## src/rtl/pe_pkg.sv

```systemverilog
// ============================================================================
//  Module      : pe_pkg
//  Description : Shared state and dataflow-mode encodings for the systolic PE.
//  Revision    : 1.0 - initial release
// ============================================================================
`default_nettype none

package pe_pkg;

    typedef enum logic [1:0] {
        IDLE  = 2'd0,
        ACC   = 2'd1,
        FLUSH = 2'd2,
        DRAIN = 2'd3
    } pe_state_e;

    typedef enum logic {
        MODE_OS = 1'b0,
        MODE_WS = 1'b1
    } pe_mode_e;

endpackage : pe_pkg

`default_nettype wire

```

## src/rtl/pe_mult_reg.sv

```systemverilog
// ============================================================================
//  Module      : pe_mult_reg
//  Description : Registered full-width multiplier stage (DSP inference point).
//  Revision    : 1.0 - initial release
// ============================================================================
`default_nettype none

module pe_mult_reg #(
    parameter int DATA_W   = 16,
    parameter int WEIGHT_W = 16,
    parameter int SIGNED   = 1
) (
    input  logic                         clock,
    input  logic                         reset_n,
    input  logic                         clear,
    input  logic                         in_valid,
    input  logic [DATA_W-1:0]            data,
    input  logic [WEIGHT_W-1:0]          weight,
    output logic [DATA_W+WEIGHT_W-1:0]   product,
    output logic                         product_valid
);

    localparam int PW = DATA_W + WEIGHT_W;

    logic          data_ext_bit;
    logic          weight_ext_bit;
    logic [PW-1:0] data_ext;
    logic [PW-1:0] weight_ext;
    logic [PW-1:0] product_comb;

    // Extending both operands to the full product width makes a plain
    // truncated multiply correct for either signedness.
    assign data_ext_bit   = (SIGNED != 0) ? data[DATA_W-1] : 1'b0;
    assign weight_ext_bit = (SIGNED != 0) ? weight[WEIGHT_W-1] : 1'b0;
    assign data_ext       = {{WEIGHT_W{data_ext_bit}}, data};
    assign weight_ext     = {{DATA_W{weight_ext_bit}}, weight};
    assign product_comb   = data_ext * weight_ext;

    always_ff @(posedge clock or negedge reset_n) begin
        if (!reset_n) begin
            product       <= '0;
            product_valid <= 1'b0;
        end else if (clear) begin
            product_valid <= 1'b0;
        end else begin
            product_valid <= in_valid;
            if (in_valid) begin
                product <= product_comb;
            end
        end
    end

endmodule : pe_mult_reg

`default_nettype wire

```

## src/rtl/systolic_pe_pipelined.sv

```systemverilog
// ============================================================================
//  Module      : systolic_pe_pipelined
//  Description : Pipelined systolic MAC PE with OS/WS dataflow and result drain
//                chain. Define PE_SATURATE_EN for saturating accumulation.
//  Revision    : 1.0 - initial release
// ============================================================================
`default_nettype none

module systolic_pe_pipelined
    import pe_pkg::*;
#(
    parameter int DATA_W   = 16,
    parameter int WEIGHT_W = 16,
    parameter int ACC_W    = 40,
    parameter int SIGNED   = 1
) (
    input  logic                clock,
    input  logic                reset_n,
    input  logic                mode,
    input  logic                in_valid,
    input  logic [DATA_W-1:0]   data_in,
    input  logic [WEIGHT_W-1:0] weight_in,
    input  logic                weight_load,
    input  logic                clear,
    input  logic                drain,
    input  logic [ACC_W-1:0]    result_in,
    input  logic                result_in_valid,
    output logic [DATA_W-1:0]   data_out,
    output logic [WEIGHT_W-1:0] weight_out,
    output logic                out_valid,
    output logic [ACC_W-1:0]    result_out,
    output logic                result_valid,
    output logic                busy,
    output logic                ovf
);

    localparam int PW = DATA_W + WEIGHT_W;

    pe_state_e             state;
    pe_state_e             state_next;
    pe_mode_e              mode_reg;
    pe_mode_e              mode_eff;
    logic [WEIGHT_W-1:0]   weight_reg;
    logic [WEIGHT_W-1:0]   mult_weight;
    logic                  mult_accept;
    logic [PW-1:0]         product;
    logic                  product_valid;
    logic [ACC_W-1:0]      acc;
    logic [ACC_W-1:0]      prod_ext;
    logic [ACC_W-1:0]      acc_sum;
    logic [ACC_W-1:0]      acc_next;
    logic                  sat_event;

    // Neighbour forwarding runs unconditionally so columns can be loaded
    // while the PE is busy.
    always_ff @(posedge clock or negedge reset_n) begin
        if (!reset_n) begin
            data_out   <= '0;
            weight_out <= '0;
            out_valid  <= 1'b0;
        end else begin
            data_out   <= data_in;
            weight_out <= weight_in;
            out_valid  <= in_valid;
        end
    end

    always_ff @(posedge clock or negedge reset_n) begin
        if (!reset_n) begin
            weight_reg <= '0;
        end else if (weight_load) begin
            weight_reg <= weight_in;
        end
    end

    // The mode input only matters while IDLE; afterwards the latched copy rules.
    assign mode_eff    = (state == IDLE) ? pe_mode_e'(mode) : mode_reg;
    assign mult_weight = (mode_eff == MODE_WS) ? weight_reg : weight_in;
    assign mult_accept = in_valid && !clear &&
                         (((state == IDLE) && !drain) || (state == ACC));

    pe_mult_reg #(
        .DATA_W   (DATA_W),
        .WEIGHT_W (WEIGHT_W),
        .SIGNED   (SIGNED)
    ) u_mult (
        .clock         (clock),
        .reset_n       (reset_n),
        .clear         (clear),
        .in_valid      (mult_accept),
        .data          (data_in),
        .weight        (mult_weight),
        .product       (product),
        .product_valid (product_valid)
    );

    always_comb begin
        prod_ext = {{(ACC_W-PW){(SIGNED != 0) ? product[PW-1] : 1'b0}}, product};
    end

`ifdef PE_SATURATE_EN
    logic [ACC_W:0] sum_wide;
    logic           ovf_reg;

    always_comb begin
        sat_event = 1'b0;
        if (SIGNED != 0) begin
            sum_wide  = {acc[ACC_W-1], acc} + {prod_ext[ACC_W-1], prod_ext};
            sat_event = sum_wide[ACC_W] ^ sum_wide[ACC_W-1];
            if (!sat_event) begin
                acc_sum = sum_wide[ACC_W-1:0];
            end else if (sum_wide[ACC_W]) begin
                acc_sum = {1'b1, {(ACC_W-1){1'b0}}};
            end else begin
                acc_sum = {1'b0, {(ACC_W-1){1'b1}}};
            end
        end else begin
            sum_wide  = {1'b0, acc} + {1'b0, prod_ext};
            sat_event = sum_wide[ACC_W];
            acc_sum   = sat_event ? {ACC_W{1'b1}} : sum_wide[ACC_W-1:0];
        end
    end

    always_ff @(posedge clock or negedge reset_n) begin
        if (!reset_n) begin
            ovf_reg <= 1'b0;
        end else if (clear) begin
            ovf_reg <= 1'b0;
        end else if (product_valid && sat_event) begin
            ovf_reg <= 1'b1;
        end
    end

    assign ovf = ovf_reg;
`else
    always_comb begin
        sat_event = 1'b0;
        acc_sum   = acc + prod_ext;
    end

    assign ovf = sat_event;
`endif

    assign acc_next = product_valid ? acc_sum : acc;

    always_ff @(posedge clock or negedge reset_n) begin
        if (!reset_n) begin
            acc <= '0;
        end else if (clear || ((state == DRAIN) && !drain)) begin
            acc <= '0;
        end else begin
            acc <= acc_next;
        end
    end

    always_comb begin
        state_next = state;
        case (state)
            IDLE: begin
                if (drain) begin
                    state_next = DRAIN;
                end else if (in_valid) begin
                    state_next = ACC;
                end
            end
            ACC:     if (drain) state_next = FLUSH;
            FLUSH:   state_next = DRAIN;
            DRAIN:   if (!drain) state_next = IDLE;
            default: state_next = IDLE;
        endcase
        if (clear) begin
            state_next = IDLE;
        end
    end

    always_ff @(posedge clock or negedge reset_n) begin
        if (!reset_n) begin
            state    <= IDLE;
            mode_reg <= MODE_OS;
        end else begin
            state <= state_next;
            if ((state == IDLE) && (state_next == ACC)) begin
                mode_reg <= pe_mode_e'(mode);
            end
        end
    end

    // Entering DRAIN emits this PE's own total; staying in DRAIN passes the
    // upstream chain through with one cycle of latency.
    always_ff @(posedge clock or negedge reset_n) begin
        if (!reset_n) begin
            result_out   <= '0;
            result_valid <= 1'b0;
        end else if ((state_next == DRAIN) && (state != DRAIN)) begin
            result_out   <= acc_next;
            result_valid <= 1'b1;
        end else if ((state_next == DRAIN) && (state == DRAIN)) begin
            result_out   <= result_in;
            result_valid <= result_in_valid;
        end else begin
            result_out   <= '0;
            result_valid <= 1'b0;
        end
    end

    assign busy = (state != IDLE);

endmodule : systolic_pe_pipelined

`default_nettype wire

```

## config.mk

```make
export PLATFORM = sky130hd
export DESIGN_NAME = systolic_pe_pipelined
export DESIGN_NICKNAME = d
export VERILOG_FILES = /design/src/rtl/pe_pkg.sv /design/src/rtl/pe_mult_reg.sv /design/src/rtl/systolic_pe_pipelined.sv
export SDC_FILE = /design/constraint.sdc
export NUM_CORES = 1
export LEC_CHECK = 0
export ABC_AREA = 0
export CAP_MARGIN = 5
export CORE_MARGIN = 4
export CORE_UTILIZATION = 60
export CTS_CLUSTER_DIAMETER = 200
export CTS_CLUSTER_SIZE = 40
export DETAILED_ROUTE_END_ITERATION = 6
export PLACE_DENSITY = 0.89
export SLEW_MARGIN = 20
export SYNTH_ARGS = -nofsm -noshare
export SYNTH_HDL_FRONTEND = slang
export SYNTH_SLANG_ARGS = --single-unit
export TNS_END_PERCENT = 10
```

## constraint.sdc

```tcl
create_clock -name clock -period 9.83 [get_ports clock]
set_clock_uncertainty 0.15 [all_clocks]
set_input_delay 1.966 -clock clock [delete_from_list [all_inputs] [get_ports clock]]
set_output_delay 1.966 -clock clock [all_outputs]
set_load 0.1 [all_outputs]
```

==> results of run 1 <==
[per-stage QoR]
stage | setup slack (ps) | hold WS, ps | instance area, um2 | util | cells
after floorplan | 1150 | 302 | 18200 | - | 1884
after global placement | 793 | 321 | 20000 | 0.670 | 2372
after detailed placement | 619 | 332 | 20000 | 0.670 | 2372
after CTS | 1090 | 350 | 20600 | 0.691 | 2404
after global routing | 717 | 372 | 20600 | 0.691 | 2404
final | 1050 | 345 | 20600 | 0.691 | 2404
[tightest hold or removal path, cell delays in order (launching register included)]
cell and delay, ps:
sky130_fd_sc_hd__dfrtp_1 350, sky130_fd_sc_hd__nand2_1 50, sky130_fd_sc_hd__o31ai_1 60
[how the worst max path moves through the flow]
| stage | start | endpoint | slack (ps) | cells past startpoint |
|---|---|---|---|---|
| detailed placement | mode | u_mult.product[24] | 620 | 25 |
| global placement | mode | u_mult.product[30] | 790 | 24 |
| finish | mode | u_mult.product[31] | 1050 | 23 |
| CTS | mode | u_mult.product[30] | 1090 | 24 |
| global route | mode | u_mult.product[24] | 720 | 25 |
| floorplan | mode | u_mult.product[30] | 1150 | 24 |
[cells in the mapped netlist, types with 8 or more instances]
master / instances
sky130_fd_sc_hd__ha_1: 121
sky130_fd_sc_hd__o21ai_0: 76
sky130_fd_sc_hd__fa_1: 263
sky130_fd_sc_hd__xnor2_1: 42
sky130_fd_sc_hd__inv_1: 300
sky130_fd_sc_hd__nor2_1: 92
sky130_fd_sc_hd__mux2_2: 28
sky130_fd_sc_hd__o21bai_1: 8
sky130_fd_sc_hd__nand2_1: 232
sky130_fd_sc_hd__clkbuf_1: 45
sky130_fd_sc_hd__nand4_1: 11
sky130_fd_sc_hd__a21o_1: 39
sky130_fd_sc_hd__xor2_1: 25
sky130_fd_sc_hd__o21ai_1: 10
sky130_fd_sc_hd__nand3_1: 17
sky130_fd_sc_hd__nand2b_1: 20
sky130_fd_sc_hd__and3_1: 10
sky130_fd_sc_hd__dfrtp_1: 166
sky130_fd_sc_hd__mux2i_1: 43
sky130_fd_sc_hd__a21oi_1: 59
sky130_fd_sc_hd__and2_1: 61
sky130_fd_sc_hd__nor2b_1: 73
sky130_fd_sc_hd__buf_2: 14
[cells by family after synthesis]
family / share of synthesized area
muxes: 0.0418
buffers and inverters: 0.0822
other: 0.000206
xor gates and xnor gates: 0.0323
adders and majority gates: 0.373
AOI/OAI and AO/OA: 0.100
DFF: 0.228
and+or+nand+nor: 0.142
[layer usage]
metal	track usage	share of wire
met1	0.364	0.41
met2	0.459	0.48
met3	0.0568	0.076
met4	0.0862	0.026
met5	0	0.00035
[cells in the final DEF, fill, tap and decap left out, drive strengths merged, types with 17 or more instances in the layout]
master and count:
buf 17, clkdlybuf4s50 153, a21oi 60, xnor2 42, nor2b 73, o21ai 88
mux2 28, dfrtp 166, nand2 232, nand2b 20, nand3 17, mux2i 44
inv 306, nor2 92, and2 61, fa 263, clkbuf 19, a21o 41
xor2 25, ha 121
[area by class of cell]
cell class              instances  area (um2)
multi-input cells            1346       12500
inverters                     300        1130
fillers                      2164        9220
clock inverters                13         164
repair buffers                170        1660
well taps                     390         488
clock buffers                  19         443
flip-flops and latches        166        4160
==> flow_metrics.env, run 1 <==
export IMPL_grt_overflow_total=0
export IMPL_drc=0
export IMPL_crit_fanout=17
export IMPL_synth_main_ff_cell="sky130_fd_sc_hd__dfrtp_1"
export IMPL_total_wire_length_after_detailed_routing_um=43400
export IMPL_data_arrival_time_at_the_worst_slack_endpoint_ps=8930
export IMPL_ys_warn_count=0
export IMPL_cts_tree="built"
export IMPL_coreArea_um2=29800
export IMPL_finalCritPeriodShare=0.893
export IMPL_dp_final_hpwl_um=34300
export IMPL_grt_max_degree=98
export IMPL_cap_violations=0
export IMPL_post_cts_resize_count=0
export IMPL_timing_final_crit_period_ps=8780
export IMPL_clkTransAtPathRegs_ps=70
export IMPL_grt_use_total=0.275
export IMPL_final_net_count=2465
export IMPL_chipHeight_um=182
export IMPL_worst_path_dominant_cell_family="adder cells"
export IMPL_worst_reg2reg_startpoint="state[1]"
export IMPL_post_cts_buffers=0
export IMPL_cpMaxStageDelayCell="sky130_fd_sc_hd__fa_1"
export IMPL_relSlewSlack=0.320
export IMPL_cts_root_to_sink_buffers=2
export IMPL_die_width_um=182
export IMPL_detail_route_first_pass_iterations=6
export IMPL_place_gp_congestion=0.963
export IMPL_post_cts_hold_buffer_count=0
export IMPL_final_setup_tns_ps=0
export IMPL_drtAntennaViolNets=0
export IMPL_worst_hold_startpoint="u_mult.product[22]"
export IMPL_synthArstFlopShare=1.00
export IMPL_synth_cell_type_count=76
export IMPL_number_of_enable_flip_flop_cells_after_synthesis=0
export IMPL_route_detailed_vias_per_inst=5.69
export IMPL_worst_pin_slew_ps=1020
export IMPL_io_buffer_count=154
export IMPL_final_hold_violation_count=0
export IMPL_ys_ff_latch=166
export IMPL_achievable_freq_mhz=114
export IMPL_die_area_um2=33100
export IMPL_post_synthesis_cell_type_with_the_largest_combined_area="sky130_fd_sc_hd__fa_1"
export IMPL_cts_made_buffers=17
export IMPL_rr_worst_depth=23
export IMPL_timing_reg2reg_setup_slack_ps=2160
export IMPL_worst_hold_path_ep="u_mult.product[22]"
export IMPL_num_vias=13700
export IMPL_timing_critical_path_mode_cell="sky130_fd_sc_hd__fa_1"
export IMPL_post_synthesis_cell_count=1884
export IMPL_antenna_diode_count=0
export IMPL_pin_count=156
export IMPL_seq_area_frac_synth=0.228
export IMPL_synth_area_per_cell_um2=9.65
export IMPL_clock_latency_at_the_later_pin_of_the_worst_skew_pair_ps=450
export IMPL_initial_core_util=0.610
export IMPL_finalSetupViolCount=0
export IMPL_htree_num_levels=4
export IMPL_crit_path_cell_trace="clkdlybuf4s50_1, mux2i_2, buf_4, mux2_2, nand2_1, inv_1, fa_1, fa_1, fa_1, fa_1, fa_1, inv_1, fa_1, inv_1, ha_1, o21a_1, nor2_1, o22ai_1, a31oi_1, o31a_1, o211ai_1, xnor2_1, o21ai_0"
export IMPL_cp_start_kind="input port"
export IMPL_synthesis_area_um2=18200
export IMPL_cpPeakStageDelay_ps=770
export IMPL_first_iter_violations=1018
export IMPL_hold_path_class="flip-flop to flip-flop"
export IMPL_yosys_top_cells_area="sky130_fd_sc_hd__fa_1, sky130_fd_sc_hd__dfrtp_1, sky130_fd_sc_hd__ha_1"
export IMPL_routedWlPerCell_um=18.0
export IMPL_critical_r2r_capture="u_mult.product[31]"
export IMPL_path_class="input port to flip-flop"
export IMPL_drive_above_1_share=0.0511
export IMPL_clock_sink_count=166
export IMPL_syn_to_final_growth_pct=13.2
export IMPL_reg_top3="acc (40), result_out (40), u_mult.product (32)"
export IMPL_rsz0062_at_grt="false"
export IMPL_num_rows=63
export IMPL_min_path_cells=2
export IMPL_initial_antenna_violation_count=1
export IMPL_timing_critical_path_buf_inv=5
export IMPL_netlist_area_leader_share=0.290
export IMPL_grt_pass1_wl_um=74100
export IMPL_max_slew_violation_total_from_the_final_report=0
export IMPL_status="completed"
export IMPL_required_ps=9980
export IMPL_cts_root_buf="sky130_fd_sc_hd__clkbuf_16"
export IMPL_end_kind="flip-flop"
export IMPL_first_global_vias=14900
export IMPL_syn_nets=2348
Power of run 1 is not shown: default switching activity piles up to over one toggle a cycle in this logic, so the estimate is an artifact.
==> run 2, diff against run 1 <==
--- a/config.mk
+++ b/config.mk
@@ -6,13 +6,14 @@
 export NUM_CORES = 1
 export LEC_CHECK = 0
 export ABC_AREA = 0
+export ABC_CLOCK_PERIOD_IN_PS = 9830
 export CAP_MARGIN = 5
 export CORE_MARGIN = 4
-export CORE_UTILIZATION = 60
+export CORE_UTILIZATION = 35
 export CTS_CLUSTER_DIAMETER = 200
 export CTS_CLUSTER_SIZE = 40
 export DETAILED_ROUTE_END_ITERATION = 6
-export PLACE_DENSITY = 0.89
+export PLACE_DENSITY = 0.6
 export SLEW_MARGIN = 20
 export SYNTH_ARGS = -nofsm -noshare
 export SYNTH_HDL_FRONTEND = slang
==> run 2 against run 1 <==
  * Fmax down 0.90%
  * Sequential cell count unchanged
  * Register-to-register slack worse by 110 ps
  * Global-route usage down 11 points
  * Hold slack worse by 2.0 ps
  * Sequential share of layout area down 0.37 points
  * Via count down 5.1%
  * Count of clock-buffer cells in the layout down 1
  * Critical path depth up 1
  * Core utilization down 28 points
  * Final area up 1.8%
  * Largest cell class unchanged
==> flow_metrics.env, run 2 (synthesis results as in run 1) <==
export IMPL_status="completed"
export IMPL_cts_tree="built"
export IMPL_rsz0062_at_grt="false"
export IMPL_min_path_cells=2
export IMPL_drc=0
export IMPL_initial_antenna_violation_count=0
export IMPL_grt_overflow_total=0
export IMPL_cp_start_kind="input port"
export IMPL_grt_use_total=0.169
export IMPL_hold_path_class="flip-flop to flip-flop"
export IMPL_pin_count=156
export IMPL_achievable_freq_mhz=113
export IMPL_final_fill_count=5078
export IMPL_post_cts_hold_buffer_count=0
export IMPL_grt_max_degree=108
export IMPL_data_arrival_time_at_the_worst_slack_endpoint_ps=9040
export IMPL_drtAntennaViolNets=0
export IMPL_htree_num_levels=4
export IMPL_cts_made_buffers=17
export IMPL_timing_final_crit_period_ps=8860
export IMPL_clock_sink_count=166
export IMPL_finalSetupViolCount=0
export IMPL_detail_route_first_pass_iterations=5
export IMPL_path_class="input port to flip-flop"
export IMPL_required_ps=10010
export IMPL_initial_core_util=0.354
export IMPL_final_setup_tns_ps=0
export IMPL_relSlewSlack=0.327
export IMPL_routedWlPerCell_um=16.7
export IMPL_post_cts_resize_count=0
export IMPL_clkTransAtPathRegs_ps=70
export IMPL_num_rows=83
export IMPL_finalCritPeriodShare=0.901
export IMPL_rr_worst_depth=24
export IMPL_worst_pin_slew_ps=1010
export IMPL_seqCellArea_um2=4160
export IMPL_place_gp_congestion=0.868
export IMPL_num_vias=13000
export IMPL_clock_latency_at_the_later_pin_of_the_worst_skew_pair_ps=480
export IMPL_die_width_um=236
export IMPL_max_slew_violation_total_from_the_final_report=0
export IMPL_syn_to_final_growth_pct=15.3
export IMPL_cts_root_to_sink_buffers=2
export IMPL_post_cts_buffers=0
export IMPL_crit_fanout=17
export IMPL_dp_final_hpwl_um=36400
export IMPL_layout_cells_most_common_list="sky130_fd_sc_hd__inv_1, sky130_fd_sc_hd__fa_1, sky130_fd_sc_hd__nand2_1"
export IMPL_layout_cells_most_common="sky130_fd_sc_hd__inv_1"
export IMPL_die_area_um2=55700
export IMPL_cts_root_buf="sky130_fd_sc_hd__clkbuf_16"
export IMPL_reg_top3="acc (40), result_out (40), u_mult.product (32)"
export IMPL_grt_pass1_wl_um=75800
export IMPL_final_net_count=2469
export IMPL_total_wire_length_after_detailed_routing_um=45100
export IMPL_coreArea_um2=51400
export IMPL_antenna_diode_count=0
export IMPL_first_global_vias=13900
export IMPL_final_hold_violation_count=0
export IMPL_first_iter_violations=734
export IMPL_drive_above_1_share=0.0530
export IMPL_route_detailed_vias_per_inst=4.81
export IMPL_chipHeight_um=236
export IMPL_end_kind="flip-flop"
export IMPL_area_of_the_multi_input_gates_um2=12500
export IMPL_io_buffer_count=154
export IMPL_cap_violations=0
-- run 2: cell types whose count changed in the layout (fill, tap and decap cells not counted) --
cell / change
sky130_fd_sc_hd__inv_8: +3
sky130_fd_sc_hd__inv_6: -1
sky130_fd_sc_hd__clkinvlp_4: +2
sky130_fd_sc_hd__buf_6: -1
sky130_fd_sc_hd__buf_4: +4
sky130_fd_sc_hd__bufinv_16: -1
sky130_fd_sc_hd__nor3b_2: -1
sky130_fd_sc_hd__clkinv_4: -2
sky130_fd_sc_hd__nor3b_4: +1
-- run 2: critical path: stages --
cell	delay, ps
sky130_fd_sc_hd__clkdlybuf4s50_1	430
sky130_fd_sc_hd__mux2i_2	180
sky130_fd_sc_hd__buf_4	340
sky130_fd_sc_hd__mux2_2	530
sky130_fd_sc_hd__and2_1	230
sky130_fd_sc_hd__fa_1	540
sky130_fd_sc_hd__inv_1	60
sky130_fd_sc_hd__fa_1	510
sky130_fd_sc_hd__fa_1	520
sky130_fd_sc_hd__inv_1	60
sky130_fd_sc_hd__fa_1	500
sky130_fd_sc_hd__fa_1	490
sky130_fd_sc_hd__inv_1	50
sky130_fd_sc_hd__fa_1	470
sky130_fd_sc_hd__inv_1	40
sky130_fd_sc_hd__ha_1	370
sky130_fd_sc_hd__and3_1	230
sky130_fd_sc_hd__nand4_1	180
sky130_fd_sc_hd__a211oi_1	480
sky130_fd_sc_hd__o21ai_0	210
sky130_fd_sc_hd__a21oi_1	210
sky130_fd_sc_hd__o21ai_0	120
sky130_fd_sc_hd__mux2i_1	170
sky130_fd_sc_hd__o311ai_0	130
-- run 2: area by class of cell --
class / count / area share
Timing Repair Buffer: 174 / 0.0809
Tap cell: 680 / 0.0406
Clock inverter: 14 / 0.00746
Inverter: 300 / 0.0537
Multi-Input combinational cell: 1346 / 0.599
Clock buffer: 18 / 0.0205
Sequential cell: 166 / 0.198
-- run 2: through the flow --
step | cell area [um2] | cells | setup slack [ps] | hold slack, ps | utilization
6_report | 21000 | 2698 | 970 | 343 | 0.408
5_1_grt | 21000 | 2698 | 683 | 368 | 0.408
4_1_cts | 21000 | 2698 | 1020 | 349 | 0.408
3_5_place_dp | 20400 | 2666 | 516 | 329 | 0.396
3_3_place_gp | 20400 | 2666 | 576 | 330 | 0.396
2_1_floorplan | 18200 | 1884 | 1150 | 302 | -
-- run 2: final timing paths --
path                                         to  slack [ps]          startpoint
min in group asynchronous         result_out[3]        1450             reset_n
max reg2reg                  u_mult.product[24]        2050            state[1]
max                          u_mult.product[24]         970                mode
min reg2reg                  u_mult.product[20]         340  u_mult.product[20]
max in group asynchronous  u_mult.product_valid        6730             reset_n
min                          u_mult.product[20]         340  u_mult.product[20]
-- run 2: layer usage --
layer	routed length (um)	vias to the layer above	track usage	share of wire
met5	0	-	0	0
met2	19800	321	0.260	0.44
met4	943	0	0.0491	0.021
li1	-	6228	-	-
met3	2540	54	0.0387	0.056
met1	21900	6381	0.239	0.49
Power of run 2 is left out for the same reason.
==> run 3, diff against run 2 <==
--- a/config.mk
+++ b/config.mk
@@ -11,9 +11,10 @@
 export CORE_MARGIN = 4
 export CORE_UTILIZATION = 35
 export CTS_CLUSTER_DIAMETER = 200
-export CTS_CLUSTER_SIZE = 40
+export CTS_CLUSTER_SIZE = 14
 export DETAILED_ROUTE_END_ITERATION = 6
-export PLACE_DENSITY = 0.6
+export DONT_BUFFER_PORTS = 1
+export PLACE_DENSITY = 0.56
 export SLEW_MARGIN = 20
 export SYNTH_ARGS = -nofsm -noshare
 export SYNTH_HDL_FRONTEND = slang
==> run 3 against run 2 <==
  * Core utilization is 3.1 points lower
  * Hold slack worse by 3.4 ps
  * Critical path depth is 2 lower
  * Non-clock buffer count is 164 lower
  * Count of clock-buffer cells in the layout is 1 higher
  * Global-route usage is 0.67 points lower
  * Fmax is 4.0% higher
  * Setup slack better by 340 ps
  * Die area stayed put
  * Critical endpoint is now u_mult.product[30]
  * Largest cell class unchanged
==> flow_metrics.env, run 3 (synthesis results as in run 1) <==
export IMPL_post_cts_hold_buffer_count=0
export IMPL_io_buffer_count=0
export IMPL_first_iter_violations=778
export IMPL_cpPeakStageDelay_ps=880
export IMPL_timing_final_crit_period_ps=8520
export IMPL_coreArea_um2=51400
export IMPL_die_area_um2=55700
export IMPL_final_hold_violation_count=0
export IMPL_finalCritPeriodShare=0.867
export IMPL_cp_start_kind="input port"
export IMPL_cts_root_buf="sky130_fd_sc_hd__clkbuf_16"
export IMPL_first_global_vias=13100
export IMPL_drtAntennaViolNets=0
export IMPL_clock_latency_at_the_later_pin_of_the_worst_skew_pair_ps=480
export IMPL_final_net_count=2305
export IMPL_drive_above_1_share=0.0512
export IMPL_clock_sink_count=166
export IMPL_reg_top3="acc (40), result_out (40), u_mult.product (32)"
export IMPL_relSlewSlack=0.374
export IMPL_final_fill_count=5141
export IMPL_htree_num_levels=4
export IMPL_dp_cells=2502
export IMPL_post_cts_resize_count=0
export IMPL_path_class="input port to flip-flop"
export IMPL_detail_route_first_pass_iterations=5
export IMPL_drc=0
export IMPL_grt_use_total=0.162
export IMPL_layout_cells_most_common="sky130_fd_sc_hd__inv_1"
export IMPL_crit_path_cell_trace="mux2i_4, mux2_2, nand2_1, inv_1, fa_1, fa_1, fa_1, fa_1, fa_1, inv_1, fa_1, inv_1, ha_1, a21o_1, a21o_1, nor2_1, o21ai_0, o21ai_2, o2111ai_2, o31ai_2, xor2_1, o21ai_1"
export IMPL_postLayoutCoreUtil=0.376
export IMPL_hold_path_class="flip-flop to flip-flop"
export IMPL_post_cts_buffers=0
export IMPL_timing_reg2reg_setup_slack_ps=1820
export IMPL_max_slew_violation_total_from_the_final_report=0
export IMPL_end_kind="flip-flop"
export IMPL_timing_critical_path_mode_cell="sky130_fd_sc_hd__fa_1"
export IMPL_num_rows=83
export IMPL_cap_violations=0
export IMPL_data_arrival_time_at_the_worst_slack_endpoint_ps=8700
export IMPL_final_setup_tns_ps=0
export IMPL_grt_pass1_wl_um=72500
export IMPL_worst_reg2reg_startpoint="state[1]"
export IMPL_layout_cells_most_common_list="sky130_fd_sc_hd__inv_1, sky130_fd_sc_hd__fa_1, sky130_fd_sc_hd__nand2_1"
export IMPL_finalNonFillerCells=2534
export IMPL_initial_antenna_violation_count=0
export IMPL_finalSetupViolCount=0
export IMPL_min_path_cells=2
export IMPL_clkTransAtPathRegs_ps=70
export IMPL_required_ps=10010
export IMPL_pin_count=156
export IMPL_rsz0062_at_grt="false"
export IMPL_crit_fanout=16
export IMPL_dp_final_hpwl_um=34800
export IMPL_die_width_um=236
export IMPL_worst_pin_slew_ps=939
export IMPL_grt_max_degree=167
export IMPL_routedWlPerCell_um=17.3
export IMPL_critical_r2r_capture="u_mult.product[30]"
export IMPL_status="completed"
export IMPL_achievable_freq_mhz=117
export IMPL_worst_hold_path_ep="u_mult.product[26]"
export IMPL_num_vias=12400
export IMPL_worst_hold_startpoint="u_mult.product[26]"
export IMPL_rr_worst_depth=23
export IMPL_chipHeight_um=236
export IMPL_antenna_diode_count=0
export IMPL_route_detailed_vias_per_inst=4.87
export IMPL_initial_core_util=0.354
export IMPL_cpMaxStageDelayCell="sky130_fd_sc_hd__fa_1"
export IMPL_grt_overflow_total=0
export IMPL_cts_made_buffers=17
export IMPL_cts_root_to_sink_buffers=2
export IMPL_place_gp_congestion=0.866
export IMPL_syn_to_final_growth_pct=6.41
export IMPL_cts_tree="built"
export IMPL_total_wire_length_after_detailed_routing_um=43700
-- run 3: cell types whose count changed in the layout (fill, tap and decap cells not counted), moves of 5 or more --
cell	previous run	this run
sky130_fd_sc_hd__buf_4	20	10
sky130_fd_sc_hd__inv_8	5	0
sky130_fd_sc_hd__clkinv_4	0	5
sky130_fd_sc_hd__clkdlybuf4s50_1	153	0
-- run 3: critical path: cells and delay by family --
family / cells / cell delay [ps]
xor gates and xnor gates: 1 / 170
buffers and inverters: 3 / 200
muxes: 2 / 1110
AOI/OAI and AO/OA: 7 / 1150
adders and majority gates: 7 / 3820
and+or+nand+nor: 2 / 250
-- run 3: how the worst max path moves through the flow --
stage | cells past startpoint | endpoint | from
after floorplan | 24 | u_mult.product[30] | mode
after global placement | 22 | u_mult.product[30] | mode
after detailed placement | 22 | u_mult.product[30] | mode
after CTS | 22 | u_mult.product[30] | mode
after global routing | 22 | u_mult.product[30] | mode
final | 22 | u_mult.product[30] | mode
-- run 3: metal layers --
layer / track usage / wire length [um] / vias up
li1: - / - / 5892
met1: 0.230 / 21200 / 6150
met2: 0.251 / 19500 / 283
met3: 0.0400 / 2430 / 28
met4: 0.0383 / 515 / 0
met5: 0 / 0 / -
-- run 3: area by class of cell --
cell class / instances / area, um2 / share of cell area
Inverter: 300 / 1130 / 0.0582
Clock buffer: 19 / 433 / 0.0224
Multi-Input combinational cell: 1346 / 12600 / 0.649
Sequential cell: 166 / 4160 / 0.215
Clock inverter: 13 / 149 / 0.00770
Tap cell: 680 / 851 / 0.0440
Timing Repair Buffer: 10 / 75.1 / 0.00388
-- run 3: stage by stage --
step	instance area (um2)	setup WS, ps	hold slack [ps]
3_5_place_dp	18800	778	334
3_3_place_gp	18800	939	330
6_report	19300	1310	339
4_1_cts	19300	1310	349
2_1_floorplan	18200	1150	302
5_1_grt	19300	863	365
Power of run 3 is left out for the same reason.
